==> src/rtl/t07_tft_pkg.sv <==
// rtl/t07_tft_pkg.sv - shared types and constants for the TFT byte sequencer
package t07_tft_pkg;

  typedef enum logic [1:0] {
    KIND_CMD    = 2'b00,
    KIND_DATA8  = 2'b01,
    KIND_DATA16 = 2'b10,
    KIND_DELAY  = 2'b11
  } kind_e;

  typedef enum logic [1:0] {
    ST_IDLE,
    ST_SEND_HI,
    ST_SEND_LO,
    ST_WAIT
  } state_e;

  localparam int unsigned TICKS_PER_MS_DEFAULT = 263;
  localparam int unsigned ENTRY_W = 18;

  typedef struct packed {
    kind_e       kind;
    logic [15:0] word;
  } entry_t;

endpackage

==> src/rtl/t07_tft_fifo.sv <==
// rtl/t07_tft_fifo.sv - synchronous FIFO holding typed words ahead of the sequencer
module t07_tft_fifo #(
  parameter int unsigned DEPTH = 4,
  parameter int unsigned W     = 18
) (
  input  logic                   clk_i,
  input  logic                   reset_i,
  input  logic                   push_i,
  input  logic [W-1:0]           data_i,
  input  logic                   pop_i,
  output logic [W-1:0]           data_o,
  output logic                   full_o,
  output logic                   empty_o,
  output logic [$clog2(DEPTH):0] count_o
);

  localparam int unsigned PTR_W = $clog2(DEPTH);
  localparam int unsigned CNT_W = PTR_W + 1;

  logic [W-1:0]     mem_q [DEPTH];
  logic [PTR_W-1:0] wr_ptr_q, wr_ptr_d;
  logic [PTR_W-1:0] rd_ptr_q, rd_ptr_d;
  logic [CNT_W-1:0] count_q, count_d;
  logic             push_ok;
  logic             pop_ok;

  assign full_o  = (count_q == CNT_W'(DEPTH));
  assign empty_o = (count_q == '0);
  assign count_o = count_q;
  assign data_o  = mem_q[rd_ptr_q];

  // A full FIFO refuses a push even when a pop frees a slot in the same cycle.
  assign push_ok = push_i && !full_o;
  assign pop_ok  = pop_i && !empty_o;

  always_comb begin
    wr_ptr_d = wr_ptr_q;
    rd_ptr_d = rd_ptr_q;
    count_d  = count_q;
    if (push_ok) wr_ptr_d = wr_ptr_q + PTR_W'(1);
    if (pop_ok)  rd_ptr_d = rd_ptr_q + PTR_W'(1);
    case ({push_ok, pop_ok})
      2'b10:   count_d = count_q + CNT_W'(1);
      2'b01:   count_d = count_q - CNT_W'(1);
      default: count_d = count_q;
    endcase
  end

  always_ff @(posedge clk_i) begin
    if (reset_i) begin
      wr_ptr_q <= '0;
      rd_ptr_q <= '0;
      count_q  <= '0;
    end else begin
      wr_ptr_q <= wr_ptr_d;
      rd_ptr_q <= rd_ptr_d;
      count_q  <= count_d;
    end
  end

  always_ff @(posedge clk_i) begin
    if (push_ok) mem_q[wr_ptr_q] <= data_i;
  end

endmodule

==> src/rtl/t07_tft_byte_sequencer.sv <==
// rtl/t07_tft_byte_sequencer.sv - splits typed words into D/C-tagged bytes for the SPI TFT serializer
module t07_tft_byte_sequencer
  import t07_tft_pkg::*;
#(
  parameter int unsigned DEPTH        = 4,
  parameter int unsigned DELAY_W      = 16,
  parameter int unsigned TICKS_PER_MS = TICKS_PER_MS_DEFAULT
) (
  input  logic        clk_i,
  input  logic        reset_i,
  input  logic        in_valid_i,
  output logic        in_ready_o,
  input  logic [1:0]  in_kind_i,
  input  logic [15:0] in_word_i,
  output logic        byte_valid_o,
  input  logic        byte_ready_i,
  output logic [7:0]  byte_out_o,
  output logic        dc_o,
  output logic        busy_o
);

  localparam int unsigned CNT_W   = $clog2(DEPTH) + 1;
  localparam int unsigned PRESC_W = (TICKS_PER_MS > 1) ? $clog2(TICKS_PER_MS) : 1;

  state_e               state_q, state_d;
  logic [7:0]           byte_q, byte_d;
  logic [7:0]           lo_q, lo_d;
  logic                 dc_q, dc_d;
  logic [DELAY_W-1:0]   ms_q, ms_d;
  logic [PRESC_W-1:0]   presc_q, presc_d;

  logic                 fifo_push;
  logic                 fifo_pop;
  logic                 fifo_full;
  logic                 fifo_empty;
  logic [CNT_W-1:0]     fifo_count;
  logic [ENTRY_W-1:0]   fifo_rdata;
  entry_t               head;

  assign in_ready_o = !fifo_full && !reset_i;
  assign fifo_push  = in_valid_i && in_ready_o;
  assign head       = entry_t'(fifo_rdata);

  t07_tft_fifo #(
    .DEPTH (DEPTH),
    .W     (ENTRY_W)
  ) u_fifo (
    .clk_i   (clk_i),
    .reset_i (reset_i),
    .push_i  (fifo_push),
    .data_i  ({in_kind_i, in_word_i}),
    .pop_i   (fifo_pop),
    .data_o  (fifo_rdata),
    .full_o  (fifo_full),
    .empty_o (fifo_empty),
    .count_o (fifo_count)
  );

  always_comb begin
    state_d  = state_q;
    byte_d   = byte_q;
    lo_d     = lo_q;
    dc_d     = dc_q;
    ms_d     = ms_q;
    presc_d  = presc_q;
    fifo_pop = 1'b0;
    case (state_q)
      ST_IDLE: begin
        if (!fifo_empty) begin
          fifo_pop = 1'b1;
          case (head.kind)
            KIND_CMD: begin
              state_d = ST_SEND_LO;
              byte_d  = head.word[7:0];
              dc_d    = 1'b0;
            end
            KIND_DATA8: begin
              state_d = ST_SEND_LO;
              byte_d  = head.word[7:0];
              dc_d    = 1'b1;
            end
            KIND_DATA16: begin
              state_d = ST_SEND_HI;
              byte_d  = head.word[15:8];
              lo_d    = head.word[7:0];
              dc_d    = 1'b1;
            end
            default: begin
              // A zero-length delay is consumed here without visiting WAIT.
              ms_d    = head.word[DELAY_W-1:0];
              presc_d = '0;
              if (head.word[DELAY_W-1:0] != '0) state_d = ST_WAIT;
            end
          endcase
        end
      end
      ST_SEND_HI: begin
        if (byte_ready_i) begin
          state_d = ST_SEND_LO;
          byte_d  = lo_q;
          dc_d    = 1'b1;
        end
      end
      ST_SEND_LO: begin
        if (byte_ready_i) state_d = ST_IDLE;
      end
      default: begin
        if (presc_q == PRESC_W'(TICKS_PER_MS - 1)) begin
          presc_d = '0;
          ms_d    = ms_q - DELAY_W'(1);
          if (ms_q == DELAY_W'(1)) state_d = ST_IDLE;
        end else begin
          presc_d = presc_q + PRESC_W'(1);
        end
      end
    endcase
  end

  always_ff @(posedge clk_i) begin
    if (reset_i) begin
      state_q <= ST_IDLE;
      byte_q  <= '0;
      lo_q    <= '0;
      dc_q    <= 1'b0;
      ms_q    <= '0;
      presc_q <= '0;
    end else begin
      state_q <= state_d;
      byte_q  <= byte_d;
      lo_q    <= lo_d;
      dc_q    <= dc_d;
      ms_q    <= ms_d;
      presc_q <= presc_d;
    end
  end

  assign byte_valid_o = (state_q == ST_SEND_HI) || (state_q == ST_SEND_LO);
  assign byte_out_o   = byte_q;
  assign dc_o         = dc_q;
  assign busy_o       = (fifo_count != '0) || (state_q != ST_IDLE);

endmodule
==> config.mk <==
export PLATFORM = sky130hd
export DESIGN_NAME = t07_tft_byte_sequencer
export DESIGN_NICKNAME = d
export VERILOG_FILES = /design/src/rtl/t07_tft_pkg.sv /design/src/rtl/t07_tft_fifo.sv /design/src/rtl/t07_tft_byte_sequencer.sv
export SDC_FILE = /design/constraint.sdc
export NUM_CORES = 1
export LEC_CHECK = 0
export ABC_AREA = 0
export BUFFER_PORTS_ARGS = -buffer_cell sky130_fd_sc_hd__buf_2
export CAP_MARGIN = 20
export CORE_AREA = 2 2 104 106
export CTS_BUF_LIST = sky130_fd_sc_hd__clkbuf_2 sky130_fd_sc_hd__clkbuf_4 sky130_fd_sc_hd__clkbuf_8
export CTS_CLUSTER_DIAMETER = 120
export DETAILED_ROUTE_END_ITERATION = 16
export DIE_AREA = 0 0 106 108
export HOLD_SLACK_MARGIN = 0.12
export PLACE_DENSITY = 0.7
export SLEW_MARGIN = 20
export SYNTH_ARGS = -nofsm -noshare
export SYNTH_HDL_FRONTEND = slang
export SYNTH_SLANG_ARGS = --single-unit
==> constraint.sdc <==
create_clock -name clk_i -period 3.9 [get_ports clk_i]
set_input_delay 0.39 -clock clk_i [delete_from_list [all_inputs] [get_ports clk_i]]
set_output_delay 0.39 -clock clk_i [all_outputs]
set_load 0.05 [all_outputs]
==> results of run 1 <==
critical path: stages, from the launching register on:
cell and delay [ns]:
dfxtp_1 0.61, mux4_1 0.39, ha_1 0.17, o31ai_1 0.06, a21oi_1 0.53, and2b_1 0.87
o21ai_0 0.22, a221oi_1 0.30
cells by family after synthesis:
logic type               synth area share
XOR/XNOR                           0.0189
AND/OR/NAND/NOR                     0.124
flip-flops                          0.580
adder cells (fa/ha/maj)            0.0396
AO/OA/AOI/OAI                      0.0963
buffers and inverters              0.0304
multiplexers                        0.111
power by group:
part	switching, W	internal, W	total, W
Sequential	0.000200	0.00162	0.00182
Combinational	0.00151	0.000887	0.00240
Clock	0.000523	0.000562	0.00108
Total	0.00223	0.00307	0.00530
synth_stat cells (3+ instances only):
library cell / number / area, sq um
a221oi_1: 3 / 26.3
mux4_2: 9 / 203
o21ai_0: 10 / 50.1
mux2i_1: 18 / 180
nor3_1: 17 / 85.1
nand4_1: 7 / 43.8
nor4_1: 6 / 37.5
a22o_1: 3 / 26.3
ha_1: 16 / 200
a21o_1: 3 / 22.5
o41ai_1: 3 / 26.3
a21oi_1: 21 / 105
a2bb2oi_1: 3 / 26.3
a211oi_1: 3 / 22.5
inv_1: 14 / 52.6
o31ai_1: 3 / 22.5
a31o_2: 3 / 26.3
edfxtp_1: 72 / 2160
nand3_1: 3 / 15.0
nand2_1: 38 / 143
and3_1: 5 / 31.3
o21ai_1: 15 / 75.1
xnor2_1: 6 / 52.6
mux4_1: 9 / 236
a22oi_1: 8 / 60.1
clkbuf_1: 17 / 63.8
dfxtp_1: 53 / 1060
nor2_1: 49 / 184
xor2_1: 6 / 52.6
through the flow:
stage / util / cells / setup WS (ns) / power (W)
floorplan: - / 453 / 0.905 / 0.00373
global placement: 0.568 / 603 / 0.725 / 0.00418
detailed placement: 0.568 / 603 / 0.616 / 0.00423
CTS: 0.606 / 635 / 0.583 / 0.00532
global route: 0.606 / 635 / 0.272 / 0.00566
finish: 0.606 / 635 / 0.646 / 0.00530
flip-flops by register name (all words and copies together) (netlist names), named ones only:
| name | count |
|---|---|
| u_fifo.rd_ptr_q | 2 |
| dc_o | 1 |
| state_q | 2 |
| u_fifo.wr_ptr_q | 2 |
| u_fifo.mem_q | 72 |
| lo_q | 8 |
| presc_q | 9 |
| byte_out_o | 8 |
| u_fifo.count_o | 3 |
| ms_q | 16 |
per-layer routing:
layer / wire, um / GRT usage / part of all wire
met1: 4950 / 0.265 / 0.44
met2: 5390 / 0.346 / 0.48
met3: 542 / 0.0693 / 0.049
met4: 245 / 0.0855 / 0.022
met5: 0 / 0 / 0
layout by cell type (no fill, tap or decap), drive strengths merged, types with 3 or more instances in the layout:
cell and count:
dfxtp 53, clkinv 10, buf 37, o31ai 3, a21oi 21, ha 16
nand4 7, mux2i 18, o21ai 25, nand3 3, and3 5, a22oi 8
a211oi 3, nor4 9, nor2 49, o41ai 3, a22o 3, a221oi 3
a21o 3, xor2 6, clkbuf 17, edfxtp 72, nor3 17, a31o 3
o211ai 3, xnor2 6, mux4 18, nand2 38, inv 16, a2bb2oi 3
how the worst max path moves through the flow:
stage / from / to / slack [ns] / depth (start not counted)
final: register / ms_q[14] / 0.65 / 7
after global routing: register / ms_q[14] / 0.27 / 7
after CTS: register / ms_q[14] / 0.58 / 7
after detailed placement: register / ms_q[14] / 0.62 / 7
after global placement: register / ms_q[4] / 0.72 / 8
after floorplan: reset_i / u_fifo.count_o[2] / 0.91 / 9
area by class of cell:
type                    count  area [sq um]
clock buffers              17           234
clock inverters            15           148
fillers                   830          4040
inverters                  15          56.3
multi-input cells         290          2170
flip-flops and latches    125          3220
well taps                 136           170
repair buffers             37           195
==> reports/summary.txt, run 1 <==
Outcome: finished, final reports clean
Initial antenna violation count: 0
Yosys cell types: 52
Max cap viols: 0
Setup Skew: 0.0118 ns
Inserted Diodes: 0
Gr usage total: 0.212
Net count, final: 525
Overflow after GRT: 0
Layout cell share with drive strength beyond 1: 0.166
Hold EP: u_fifo.mem_q[3][15]
Period minus WS final: 3.25 ns
Cells after Synth: 453
Final setup violation count: 0
Setup slack, reg-to-reg: 0.65 ns
CP max FO: 33
Clk root buf: clkbuf_8
Leak: 2.24 nW
First-pass GRT wire length: 18000 um
Setup CP Type: reg -> reg
Final hold violations: 0
Syn Std Cell Area: 5560 sq um
Die area: 11400 sq um
Vias in the first global route: 3656
Postcts setup bufs: 0
Die H: 108 um
Post-synth top flop: edfxtp_1
First-pass DRT Iterations: 5
Post-synthesis sequential area ratio: 0.580
R2R cell count: 7
Min-Delay Path Class: in -> reg
H-tree depth: 4
Worst setup EP type: register
CTS tree: yes
Pins Over Slew Limit: 0
Largest net degree at the start of global routing: 53
DRT Wirelength: 11100 um
Fin area: 6200 sq um
PwrDens: 856 nW/um^2
CP required: 4.25 ns
Gp weighted congestion: 0.840
Setup TNS: 0 ns
Post-synth ARST share: 0
Reg2reg end: ms_q[14]
Vias/cell: 5.81
Fraction of the cycle the final worst path needs: 0.834
Worst hold slack: 0.154 ns
WP data arrival: 3.60 ns
Measured slew at the worst slew-check pin: 0.983 ns
Post-DP HPWL: 7500 um
Synth warnings: 0
Num CTS Buffers: 17
Fmax: 307 MHz
Min-delay src: in_word_i[15]
Starting density of the core: 0.544
Count of input and output buffers: 33
Chip width: 106 um
Relative slew slack: 0.344
RSZ-0062 raised after global routing: no
EDFF count, synth: 72
Post-placement cell area: 5810 sq um
Num rows: 37
Syn Nets: 492
Clk sinks: 125
Deepest clock path buffer count: 2
Worst-path clk slew: 0.07 ns
Worst-Skew Late Latency: 0.45 ns
Via Count: 3689
Syn_area_per_cell: 12.3 sq um
Routed wire per std cell: 17.5 um
# IOs: 34
Register bit total from synthesis: 125
Core area: 10200 sq um
Drc violations: 0
Max VDD drop: 0.000444 V
Layout area overhead: 11.4%
Number of cells on the worst hold path: 1
Startpoint Class: register
Resize count post-CTS: 0
Post-DRT Antenna Nets: 0
Hold buffer count at CTS: 0
DR iter-0 viols: 252
(Power assumes the default switching activity.)
==> run 2, diff against run 1 <==
- clock period: 3.9 -> 3.36 ns (I/O delays scaled with it)
==> run 2 against run 1 <==
  * Non-clock buffer count is 25 higher
  * Largest cell class unchanged
  * Via count grew 1.9%
  * Worst hold slack improved by 0.21 ns
  * Sequential power is 15% higher
  * Routed wire length increased by 6.0%
  * Maximum frequency up 9.5%
  * Final area is 3.8% higher
  * Die area stayed put
  * First-iteration DRC count up 5.2%
  * Clock skew grew 0.0020 ns
  * Final cell count is 3.9% higher
  * Largest power group unchanged
  * Core utilization grew 2.3 points
==> reports/summary.txt, run 2 (same netlist as run 1, synthesis figures left out) <==
Worst hold slack: 0.365 ns (+0.211 ns)
Gp weighted congestion: 0.831 (-1.1%)
# IOs: 34 (unchanged)
Vias in the first global route: 3669 (+0.36%)
Setup slack, reg-to-reg: 0.39 ns (-0.26 ns)
Postcts setup bufs: 0 (unchanged)
Max reg flops: 72 (unchanged)
Layout cell share with drive strength beyond 1: 0.177 (+0.0111)
Drc violations: 0 (unchanged)
Setup TNS: 0 ns (unchanged)
Die H: 108 um (unchanged)
First-pass DRT Iterations: 5 (unchanged)
Inserted Diodes: 0 (unchanged)
Fin area: 6430 sq um (+3.8%)
WP data arrival: 3.27 ns (-0.33 ns)
Measured slew at the worst slew-check pin: 0.728 ns (-0.256 ns)
Placement Setup Slack: 0.473 ns (-0.143 ns)
First-pass GRT wire length: 18900 um (+4.8%)
CTS tree: yes
Layout area overhead: 15.7%
Critical path's largest stage delay: 0.61 ns (-0.26 ns)
Chip width: 106 um (unchanged)
PnR worst setup slack: 0.388 ns (-0.258 ns)
Core area: 10200 sq um (unchanged)
Post-DRT Antenna Nets: 0 (unchanged)
Fraction of the cycle the final worst path needs: 0.885 (+0.0501)
DR iter-0 viols: 265 (+5.2%)
Largest net degree at the start of global routing: 53 (unchanged)
Clk sinks: 125 (unchanged)
Overflow after GRT: 0 (unchanged)
Outcome: finished, final reports clean
R2R cell count: 9 (+2)
PwrDens: 971 nW/um^2 (+13%)
H-tree depth: 4 (unchanged)
Max cap viols: 0 (unchanged)
Fmax: 336 MHz (+9.5%)
Setup Skew: 0.0138 ns (+0.00196 ns)
Max VDD drop: 0.000524 V (+18%)
Period minus WS final: 2.97 ns (-0.282 ns)
Worst setup EP type: register
Slowest CP cell: and2b_1
Worst-path clk slew: 0.08 ns (about the same)
Num CTS Buffers: 17 (unchanged)
CP required: 3.66 ns (-0.59 ns)
Stages on worst setup path: 9 (+2)
Most common cell after layout, fill and taps aside: edfxtp_1
Die area: 11400 sq um (unchanged)
Final setup violation count: 0 (unchanged)
Final hold violations: 0 (unchanged)
Number of cells on the worst hold path: 3 (+2)
Net count, final: 550 (+4.8%)
Min-delay src: in_valid_i
DRT Wirelength: 11800 um (+6.0%)
Vias/cell: 5.70 (-1.9%)
Count of input and output buffers: 33 (unchanged)
Via Count: 3760 (+1.9%)
RSZ-0062 raised after global routing: no
Crit path cell chain: mux4_1, ha_1, o31ai_1, a21oi_1, and2b_1, buf_4, o21ai_0, a22oi_1, nor2_1
Top flop regs: u_fifo.mem_q: 72 flops, ms_q: 16 flops, presc_q: 9 flops
Deepest clock path buffer count: 2 (unchanged)
Kind of cell adding the most delay to the critical path: compound AO/OA/AOI/OAI gates
Initial antenna violation count: 0 (unchanged)
Post-placement cell area: 5870 sq um (+0.90%)
Routed wire per std cell: 17.9 um (+2.0%)
Largest reg by FF count: u_fifo.mem_q
Min-Delay Path Class: in -> reg
Gr usage total: 0.223 (+0.0103)
Buf/Inv on CP: 1 (+1)
Clk root buf: clkbuf_8
CP max FO: 18 (-45%)
Num rows: 37 (unchanged)
Starting density of the core: 0.544 (unchanged)
Startpoint Class: register
Worst-Skew Late Latency: 0.44 ns (about the same)
Most frequent cells in the layout: 72 x edfxtp_1, 53 x dfxtp_1, 49 x nor2_1, 38 x nand2_1, 33 x buf_2
Relative slew slack: 0.515 (+0.170)
Setup CP Type: reg -> reg
Pins Over Slew Limit: 0 (unchanged)
Post-DP HPWL: 7510 um (+0.18%)
Leak: 2.35 nW (+5.0%)
run 2: cell types whose count changed in the layout (fill, tap and decap cells not counted), sizes merged:
| cell | delta |
|---|---|
| buf | +7 |
| clkbuf | +1 |
| clkinv | -4 |
| clkinvlp | +2 |
| dlygate4sd3 | +18 |
| inv | +1 |
run 2: layout make-up:
type	count	area, sq um
clock buffers	18	241
inverters	15	56.3
clock inverters	14	144
repair buffers	62	428
flip-flops and latches	125	3220
well taps	136	170
fillers	753	3800
multi-input cells	290	2170
run 2: worst reg2reg max path, stage by stage (launching register included):
cell and delay (ns):
dfxtp_1 0.36, mux4_1 0.40, ha_1 0.19, o31ai_1 0.07
a21oi_1 0.53, and2b_1 0.61, buf_4 0.32, o21ai_0 0.12
a22oi_1 0.16, nor2_1 0.07
run 2: where the power goes:
part	internal, W	switching (W)	leakage (nW)
combinational	0.00107	0.00181	1.08
sequential	0.00188	0.000205	1.09
clock	0.000665	0.000613	0.186
run 2: per-stage QoR:
stage,instances,total power [W],utilization
3_3_place_gp,610,0.00490,0.573
6_report,660,0.00625,0.629
4_1_cts,660,0.00625,0.629
5_1_grt,660,0.00665,0.629
3_5_place_dp,610,0.00495,0.573
2_1_floorplan,453,0.00433,-
run 2: timing repair:
| item | 4_1_cts | 5_1_grt |
|---|---|---|
| endpoints found under the setup margin | 0 | 0 |
| hold endpoints to repair | 72 | 0 |
| hold buffers | 18 | 0 |
| resized for setup | 0 | 0 |
run 2: metal layers:
layer	part of all wire	vias to the layer above	GRT usage
met2	0.49	117	0.370
met4	0.017	0	0.0883
met1	0.44	1808	0.276
li1	-	1816	-
met5	0	-	0
met3	0.058	19	0.0663
run 2: worst paths after layout:
| check | endpoint |
|---|---|
| setup reg to reg | ms_q[4] |
| setup / recovery | ms_q[4] |
| hold / removal | u_fifo.wr_ptr_q[1] |
| hold reg to reg | lo_q[2] |
